## config.mk

```make
export PLATFORM = sky130hd
export DESIGN_NAME = bin2bcd_seq
export DESIGN_NICKNAME = d
export VERILOG_FILES = /design/src/rtl/bin2bcd_seq.sv
export SDC_FILE = /design/constraint.sdc
export NUM_CORES = 1
export LEC_CHECK = 0
export ABC_AREA = 1
export ABC_CLOCK_PERIOD_IN_PS = 1700
export CAP_MARGIN = 10
export CORE_MARGIN = 4
export CORE_UTILIZATION = 52
export DETAILED_ROUTE_END_ITERATION = 16
export PLACE_DENSITY = 0.84
export SLEW_MARGIN = 5
export SYNTH_ARGS = -nofsm -noshare
export SYNTH_HDL_FRONTEND = slang
export SYNTH_SLANG_ARGS = --single-unit
```

## constraint.sdc

```tcl
create_clock -name clk -period 1.7 [get_ports clk]
set_input_delay 0.255 -clock clk [delete_from_list [all_inputs] [get_ports clk]]
set_output_delay 0.255 -clock clk [all_outputs]
set_load 0.02 [all_outputs]
```

## src/rtl/bin2bcd_seq.sv

```systemverilog
// Sequential binary-to-BCD converter using shift-add-3, one bit per clock.
// Feeds per-digit 7-segment decoders; lz_mask supports leading-zero blanking.
module bin2bcd_seq #(
    parameter int WIDTH  = 16,
    parameter int DIGITS = 5
) (
    input  logic                  clk,
    input  logic                  rst_n,
    input  logic                  start,
    input  logic [WIDTH-1:0]      bin,
    output logic                  busy,
    output logic                  done,
    output logic [4*DIGITS-1:0]   bcd,
    output logic [DIGITS-1:0]     lz_mask,
    output logic                  ovf
);

    localparam int CW = $clog2(WIDTH + 1);
    localparam int BW = 4 * DIGITS;

    localparam logic [0:0] S_IDLE  = 1'b0;
    localparam logic [0:0] S_SHIFT = 1'b1;

    localparam logic [CW-1:0]     LAST   = CW'(WIDTH - 1);
    localparam logic [DIGITS-1:0] LZ_RST = {DIGITS{1'b1}} << 1;

    logic [0:0]        state_q, state_d;
    logic [WIDTH-1:0]  shreg_q, shreg_d;
    logic [BW-1:0]     scratch_q, scratch_d;
    logic              sticky_q, sticky_d;
    logic [CW-1:0]     cnt_q, cnt_d;
    logic              done_q, done_d;
    logic [BW-1:0]     bcd_q, bcd_d;
    logic [DIGITS-1:0] lz_q, lz_d;
    logic              ovf_q, ovf_d;

    logic [BW-1:0]     adj;
    logic [BW-1:0]     scratch_sh;
    logic [WIDTH-1:0]  shreg_sh;
    logic              shift_out;
    logic [DIGITS-1:0] lz_calc;
    logic              all_zero;

    // Add-3 correction per digit, then one-bit shift of {scratch, shreg}.
    always_comb begin
        adj = scratch_q;
        for (int i = 0; i < DIGITS; i++) begin
            if (scratch_q[4*i +: 4] >= 4'd5)
                adj[4*i +: 4] = scratch_q[4*i +: 4] + 4'd3;
        end
        shift_out  = adj[BW-1];
        scratch_sh = {adj[BW-2:0], shreg_q[WIDTH-1]};
        shreg_sh   = shreg_q << 1;
    end

    // Leading-zero mask: digit i masked when it and all higher digits are 0.
    always_comb begin
        lz_calc  = '0;
        all_zero = 1'b1;
        for (int i = DIGITS - 1; i >= 1; i--) begin
            all_zero   = all_zero & (scratch_sh[4*i +: 4] == 4'd0);
            lz_calc[i] = all_zero;
        end
    end

    // Next-state logic: accept in IDLE, shift WIDTH times, publish result.
    always_comb begin
        state_d   = state_q;
        shreg_d   = shreg_q;
        scratch_d = scratch_q;
        sticky_d  = sticky_q;
        cnt_d     = cnt_q;
        done_d    = 1'b0;
        bcd_d     = bcd_q;
        lz_d      = lz_q;
        ovf_d     = ovf_q;
        case (state_q)
            S_IDLE: begin
                if (start) begin
                    shreg_d   = bin;
                    scratch_d = '0;
                    sticky_d  = 1'b0;
                    cnt_d     = '0;
                    state_d   = S_SHIFT;
                end
            end
            S_SHIFT: begin
                scratch_d = scratch_sh;
                shreg_d   = shreg_sh;
                sticky_d  = sticky_q | shift_out;
                cnt_d     = cnt_q + CW'(1);
                if (cnt_q == LAST) begin
                    bcd_d   = scratch_sh;
                    ovf_d   = sticky_q | shift_out;
                    lz_d    = lz_calc;
                    done_d  = 1'b1;
                    state_d = S_IDLE;
                end
            end
            default: state_d = S_IDLE;
        endcase
    end

    // State and output registers; async reset aborts any conversion.
    always_ff @(posedge clk or negedge rst_n) begin
        if (!rst_n) begin
            state_q   <= S_IDLE;
            shreg_q   <= '0;
            scratch_q <= '0;
            sticky_q  <= 1'b0;
            cnt_q     <= '0;
            done_q    <= 1'b0;
            bcd_q     <= '0;
            lz_q      <= LZ_RST;
            ovf_q     <= 1'b0;
        end else begin
            state_q   <= state_d;
            shreg_q   <= shreg_d;
            scratch_q <= scratch_d;
            sticky_q  <= sticky_d;
            cnt_q     <= cnt_d;
            done_q    <= done_d;
            bcd_q     <= bcd_d;
            lz_q      <= lz_d;
            ovf_q     <= ovf_d;
        end
    end

    assign busy    = (state_q == S_SHIFT);
    assign done    = done_q;
    assign bcd     = bcd_q;
    assign lz_mask = lz_q;
    assign ovf     = ovf_q;

endmodule

```

==> results of run 1 <==
[cells by family after synthesis]
kind of cell | Yosys count | share of synthesized area
and+or+nand+nor | 168 | 0.226
DFF | 69 | 0.529
AOI/OAI and AO/OA | 67 | 0.117
buffers and inverters | 57 | 0.0688
adders and majority gates | 12 | 0.0458
xor gates and xnor gates | 4 | 0.0130
other | 1 | 0.00114
[sequential cells by signal, indices dropped and copies added (netlist names)]
register and count:
lz_mask 4, busy 1, shreg_q 16, sticky_q 1
scratch_q 20, done 1, cnt_q 5, bcd 20
ovf 1
[critical path, stage by stage, from the launching register on]
cell	delay, ps
dfrtp_1	400
inv_2	100
ha_1	180
inv_1	50
nand2_1	120
nand3_4	120
xor2_2	220
nand2_1	90
nor2_2	120
nand3_2	90
nand2_1	60
[layer usage]
| metal | vias up | wire length, um | GRT usage |
|---|---|---|---|
| met5 | - | 0 | 0 |
| met4 | 0 | 177 | 0.0879 |
| met3 | 16 | 340 | 0.0350 |
| met2 | 99 | 3510 | 0.334 |
| met1 | 1323 | 3150 | 0.263 |
| li1 | 1338 | - | - |
[per-stage QoR]
stage	TNS [ps]	utilization	instance area, um2	total power [mW]	hold slack (ps)
2_1_floorplan	0	-	3280	5.34	-40.6
3_3_place_gp	0	0.639	3850	6.42	302
3_5_place_dp	0	0.639	3850	6.64	307
4_1_cts	0	0.668	4030	7.86	452
5_1_grt	-28.4	0.686	4130	8.82	478
6_report	0	0.686	4130	8.12	460
[power breakdown]
| group | leakage [nW] | total, mW | internal, mW | switching, mW |
|---|---|---|---|---|
| Clock | 0.0877 | 1.17 | 0.610 | 0.561 |
| Sequential | 0.862 | 2.80 | 2.34 | 0.461 |
| Combinational | 1.07 | 4.15 | 1.70 | 2.45 |
| Total | 2.02 | 8.12 | 4.65 | 3.47 |
[worst paths after layout]
kind / from / cells after the start / slack (ps) / end
setup / recovery: scratch_q[4] / 10 / 80 / lz_mask[1]
max in group asynchronous: rst_n / 3 / 910 / lz_mask[4]
hold reg to reg: lz_mask[3] / 2 / 470 / lz_mask[3]
setup reg to reg: scratch_q[4] / 10 / 80 / lz_mask[1]
hold / removal: bin[1] / 3 / 460 / shreg_q[1]
min in group asynchronous: rst_n / 3 / 470 / shreg_q[2]
[what timing repair did]
action,in CTS,in global routing
buffers inserted,0,5
resized for setup,5,24
pin swaps,0,8
endpoints found under the setup margin,7,17
endpoints found under the hold margin,65,0
hold buffers,1,0
[area by class of cell]
type | instances | area [um2] | share of cell area
inverters | 43 | 161 | 0.0390
flip-flops and latches | 69 | 1730 | 0.419
multi-input cells | 252 | 1380 | 0.335
repair buffers | 61 | 592 | 0.143
clock buffers | 15 | 166 | 0.0403
clock inverters | 1 | 5.00 | 0.00121
well taps | 75 | 93.8 | 0.0227
[cells in the final DEF (no fill, tap or decap), types with 6 or more instances in the layout]
cell type        netlist  layout
o21ai_1                6       6
o21ai_0               31      31
nor2_1                13      11
clkdlybuf4s50_1        0      40
inv_1                 38      30
nand2_1              113     107
o22ai_1               20      20
clkbuf_8               0      11
inv_2                  5      13
nand3_1               17      16
dfrtp_1               65      65
buf_4                  1      12
nand2_2               10      15
ha_1                  12      10
==> flow_summary.toml, run 1 <==
[final_layout]
diodes = 0
fill_cells = 489
syn_to_final_growth_pct = 26.2
nets = 467
fin_cells = 516
layout-drive-gt1-share = 0.172

[floorplanning]
rows = 28
die_height_um = 87.4
die_w_um = 87.4
io_pins = 47
dieArea_mm2 = 0.00763
fp.coreArea_mm2 = 0.00603
start_util = 0.544

[logic_synthesis]
synth.largest_area_cell = "dfrtp_1"
synthCells = 378
ys_warn_count = 0
ys.flop_type = "dfrtp_1"
synth.distinct_cells = 32
async_flop_share = 1.00
synth_seq_cells = 69
synth_area_mm2 = 0.00328
synth_top_area_frac = 0.497
synthTopCellsByCount = "nand2_1, dfrtp_1, inv_1"
synth_area_leaders = "dfrtp_1, nand2_1, o21ai_0"
synth_edf_count = 0
synth-seq-area-share = 0.529
syn_nets = 409
syn_avg_cell_area_um2 = 8.67
yosysMostFrequentCell = "nand2_1"

[grt]
grt_pass1_wl_mm = 12.2
grt_max_degree = 70
grt_usage = 0.203
grt_pass1_vias = 2767
antenna_found_initial = 0
grt-ovfl-total = 0

[clocking]
cts_buffer_depth = 2
cts_sinks = 69
cts_tree = "done"
htreeDepth = 3
numCtsBuffers = 9
root_buffer = "clkbuf_8"
clk_latency_ps = 340
path_clk_slew_ps = 70

[routing]
antenna_left = 0
wirelength_mm = 7.17
wl_per_cell_um = 13.9
via_count = 2776
drt_pass1_iterations = 4
drc = 0
viasPerCell = 5.38
drtIter0Drc = 163

[place]
place_congestion = 0.777
placed_cells = 494
port_buffers = 45
pre_cts_ws_ps = 41.5
place_hpwl_mm = 4.93

[power]
ir_drop_mv = 1.16
p_per_area_mw_per_mm2 = 1960
leakage_nw = 2.02

[timing]
fmax_mhz = 617
finalClockSkew_ps = 10.2
slew_violations = 0
fin_crit_sh = 0.954
setup_viol = 0
finalHoldViolCount = 0
layout_min_cycle_time_ps = 1620
worst_slack_ps = 78.4

[setup_path]
critPathKind = "flop to flop"
required_ps = 1980
arrival_ps = 1900
worstPathMaxFanout = 5
worst_setup_path_start_kind = "flop"
cp-end-kind = "flop"

[min_path]
hold_class = "input port to flop"

[outcome]
status = "finished, final reports clean"

[flow_run]
drv_cap = 0
Power figures use the tool's default switching activity.
==> run 2, diff against run 1 <==
SETUP_SLACK_MARGIN = 0.4   (was default)
SKIP_LAST_GASP = 1   (was default)
==> run 2 against run 1 <==
Effect of this change:
- critical path depth rose by 2
- combinational power rose by 44%
- first-iteration DRC count rose by 38%
- sequential share of layout area fell by 5.9 points
- clock power rose by 11%
- sequential power rose by 3%
- register-to-register slack got worse by 60 ps
- clock skew rose by 4.2 ps
- final cell count rose by 6.6%
- via count rose by 11%
- non-clock buffer count rose by 34
- global-route usage rose by 2.0 points
==> flow_summary.toml, run 2 (synthesis gave the netlist of run 1 again) <==
[setup_path]
required_ps = 1990
path_common_cell = "nand2_1"
arrival_ps = 1970
critPathKind = "flop to flop"
worstPathMaxFanout = 3
crit_path_max_incr_delay_ps = 420
crit_chain = "inv_2, ha_4, inv_4, nand2_4, nand2_1, nand3_1, nand2_2, nor2_2, nand2_2, nor2_4, nand2_1, nand2_1"
cp-end-kind = "flop"
cp_num_buf_inv = 2
worst_setup_path_start_kind = "flop"
slowest_stage = "dfrtp_1"
critPathTopFamily = "simple AND/OR/NAND/NOR gates"

[timing]
worst_slack_ps = 19.3
finalClockSkew_ps = 14.3
rsz0062_at_grt = "yes"
finalHoldViolCount = 0
fin_setup_tns_ps = 0
fmax_mhz = 595
fin_crit_sh = 0.989
slew_violations = 0
layout_min_cycle_time_ps = 1680
setup_viol = 0

[clocking]
path_clk_slew_ps = 80
root_buffer = "clkbuf_8"
cts_sinks = 69
cts_tree = "done"
htreeDepth = 3
clk_latency_ps = 350
cts_buffer_depth = 2
numCtsBuffers = 9

[final_layout]
syn_to_final_growth_pct = 46.8
nets = 501
layout-drive-gt1-share = 0.392
diodes = 0
final_util = 0.798
layout_commonest_cell = "nand2_1"
mostFrequentLayoutCells = "nand2_1, dfrtp_1, buf_4"

[outcome]
status = "finished, final reports clean"

[routing]
wirelength_mm = 9.24
drt_pass1_iterations = 5
via_count = 3077
drtIter0Drc = 225
viasPerCell = 5.59
antenna_left = 0
drc = 0
wl_per_cell_um = 16.8

[power]
ir_drop_mv = 1.22
leakage_nw = 2.31
p_per_area_mw_per_mm2 = 2110

[floorplanning]
die_w_um = 87.4
dieArea_mm2 = 0.00763
start_util = 0.544
die_height_um = 87.4
rows = 28
fp.coreArea_mm2 = 0.00603
io_pins = 47

[place]
port_buffers = 45
pre_cts_ws_ps = 170
place_congestion = 0.834
place_hpwl_mm = 4.81

[grt]
met2_usage = 0.377
use_met3 = 0.0530
grt_usage = 0.223
grt_max_degree = 70
grt_pass1_wl_mm = 13.3
busiest_layer = "met2"
antenna_found_initial = 0
grtUsageMet1 = 0.280
grt_pass1_vias = 2884
grt-ovfl-total = 0

[flow_run]
drv_cap = 0

[min_path]
hold_class = "input port to flop"
-- run 2: stage by stage --
stage / total power [mW] / std cells / hold WS (ps) / instance area [um2]
after detailed placement: 6.77 / 496 / 309 / 3910
after CTS: 8.76 / 533 / 449 / 4400
final: 10.2 / 550 / 449 / 4810
after global routing: 10.8 / 550 / 470 / 4810
after global placement: 6.55 / 496 / 304 / 3910
after floorplan: 5.45 / 378 / -40.6 / 3330
-- run 2: final timing paths --
path	start	endpoint	slack (ps)	cells past startpoint
min	bin[1]	shreg_q[1]	450	3
max	scratch_q[8]	lz_mask[3]	20	12
min reg2reg	lz_mask[2]	lz_mask[2]	470	2
max reg2reg	scratch_q[8]	lz_mask[3]	20	12
min in group asynchronous	rst_n	scratch_q[4]	460	3
max in group asynchronous	rst_n	lz_mask[3]	930	3
-- run 2: layout make-up --
type,instances,area [um2]
Sequential cell,69,1730
Clock inverter,5,52.6
Inverter,43,166
Timing Repair Buffer,95,896
Multi-Input combinational cell,252,1740
Fill cell,339,1220
Clock buffer,11,131
Tap cell,75,93.8
-- run 2: worst register-to-register path: stages, from the launching register on --
cell and delay [ps]:
dfrtp_1 420, inv_2 120, ha_4 160, inv_4 40
nand2_4 70, nand2_1 80, nand3_1 140, nand2_2 90
nor2_2 100, nand2_2 80, nor2_4 150, nand2_1 80
nand2_1 80
-- run 2: what timing repair did --
item / 4_1_cts / 5_1_grt
gates cloned: 0 / 4
gates resized for setup: 107 / 102
hold buffers: 1 / 0
pin swaps: 19 / 20
setup buffers: 20 / 13
hold endpoints to repair: 65 / 0
setup endpoints to repair: 82 / 75
-- run 2: routing by layer --
layer,share of wire,vias up
met5,0,-
met1,0.40,1508
met3,0.066,19
li1,-,1420
met4,0.013,0
met2,0.52,130
-- run 2: where the power goes --
part | switching [mW] | internal [mW]
Sequential | 0.552 | 2.34
Combinational | 3.45 | 2.52
Clock | 0.633 | 0.671
Total | 4.63 | 5.53
==> run 3, diff against run 2 <==
ABC_CLOCK_PERIOD_IN_PS = 2000   (was 1700)
RECOVER_POWER = 25   (was default)
clock period = 2 ns   (was 1.7 ns; I/O delays follow)
==> run 3 against run 2 <==
Effect of this change:
- first-iteration DRC count decreased by 29%
- combinational power decreased by 35%
- utilization decreased by 8.5 points
- critical path depth decreased by 11
- sequential share of layout area increased by 4.2 points
- via count decreased by 8.2%
- clock power decreased by 22%
- wire length decreased by 15%
- critical path type is now flop to output pin
- critical endpoint is now busy
- largest cell class is now sequential cells
==> flow_summary.toml, run 3 (synthesis gave the netlist of run 1 again) <==
[timing]
fin_setup_tns_ps = 0
finalClockSkew_ps = 7.76
max-slew-margin-rel = 0.557
rsz0062_at_grt = "yes"
setup_viol = 0
fin_crit_sh = 0.855
holdWs_ps = 439
worst_slack_ps = 290
layout_min_cycle_time_ps = 1710
slew_violations = 0
finalHoldViolCount = 0
fmax_mhz = 585
worst_pin_slew_ps = 664

[floorplanning]
rows = 28
die_w_um = 87.4
io_pins = 47
fp.coreArea_mm2 = 0.00603
die_height_um = 87.4
start_util = 0.544
dieArea_mm2 = 0.00763

[routing]
antenna_left = 0
routed.top_layer = "met4"
wl_met2_mm = 4.09
drtIter0Drc = 160
via_count = 2824
wl_per_cell_um = 14.9
drt_pass1_iterations = 4
drt-met1-wl_mm = 3.25
viasPerCell = 5.34
drc = 0
wirelength_mm = 7.86
wl_met3_um = 379

[place]
place_hpwl_mm = 5.00
place_congestion = 0.896
port_buffers = 45
dpl_cell_area_mm2 = 0.00384
pre_cts_ws_ps = 334
placed_cells = 493

[power]
leakage_nw = 2.18
p_per_area_mw_per_mm2 = 1700
ir_drop_mv = 0.881
finalPower_mw = 7.29

[grt]
grt_max_degree = 28
antenna_found_initial = 0
grt_usage = 0.207
grt_pass1_wl_mm = 12.3
grt-ovfl-total = 0
grt_pass1_vias = 2749

[clocking]
htreeDepth = 3
cts_buffer_depth = 2
numCtsBuffers = 9
root_buffer = "clkbuf_8"
cts_sinks = 69
path_clk_slew_ps = 70
cts_tree = "done"
clk_latency_ps = 340

[final_layout]
layout_commonest_cell = "nand2_1"
mostFrequentLayoutCells = "nand2_1, dfrtp_1, inv_1"
nets = 480
diodes = 0
layout-drive-gt1-share = 0.225
fin_cells = 529
syn_to_final_growth_pct = 31.2
final_util = 0.713
fin_area_mm2 = 0.00430

[setup_path]
required_ps = 1700
crit_path_max_incr_delay_ps = 660
critPathTopFamily = "flip-flops"
cp-end-kind = "output pin"
worstPathMaxFanout = 11
crit_chain = "dlygate4sd2_1"
arrival_ps = 1410
worst_setup_path_start_kind = "flop"
slowest_stage = "dfrtp_1"
critPathKind = "flop to output pin"
cp_num_buf_inv = 1

[outcome]
status = "finished, final reports clean"

[flow_run]
drv_cap = 0

[min_path]
hold_class = "input port to asynchronous set/reset pin"
==> run 3: worst register-to-register path, delay by kind of cell, from the launching register on <==
family                     cells  cell delay (ps)
DFF                            1              420
xor gates and xnor gates       1              240
adders and majority gates      1              140
and+or+nand+nor                6              620
buffers and inverters          2              130
==> run 3: power breakdown <==
| part | internal [mW] | switching (mW) |
|---|---|---|
| combinational | 1.58 | 2.29 |
| clock | 0.519 | 0.488 |
| sequential | 1.99 | 0.427 |
| total | 4.09 | 3.20 |
==> run 3: worst paths after layout <==
path                              start       endpoint  slack, ps  cells past startpoint
max                                busy           busy        290                      1
min                               rst_n     shreg_q[3]        440                      2
max reg2reg                scratch_q[8]     lz_mask[1]        400                     10
min reg2reg                  lz_mask[3]     lz_mask[3]        480                      2
max in group asynchronous         rst_n  scratch_q[18]        560                      3
min in group clk             lz_mask[3]     lz_mask[3]        480                      2
==> run 3: timing repair <==
action                                  4_1_cts  5_1_grt
hold endpoints to repair                     17        0
setup buffers                                 3       16
pin swaps                                     1       16
hold buffers                                  1        0
endpoints found under the setup margin       44       25
resized for setup                            29       51
cloned                                        0        0
==> run 3: metal layers <==
metal | global-route usage | vias to the layer above
li1 | - | 1362
met1 | 0.257 | 1368
met2 | 0.344 | 80
met3 | 0.0473 | 14
met4 | 0.0879 | 0
met5 | 0 | -
==> run 3: area by class of cell <==
cell class	instances	area, um2
inverter	43	161
fill	435	1730
multi-input combinational	252	1480
clock inverter	1	5.00
sequential	69	1730
tap	75	93.8
timing repair buffer	74	657
clock buffer	15	166
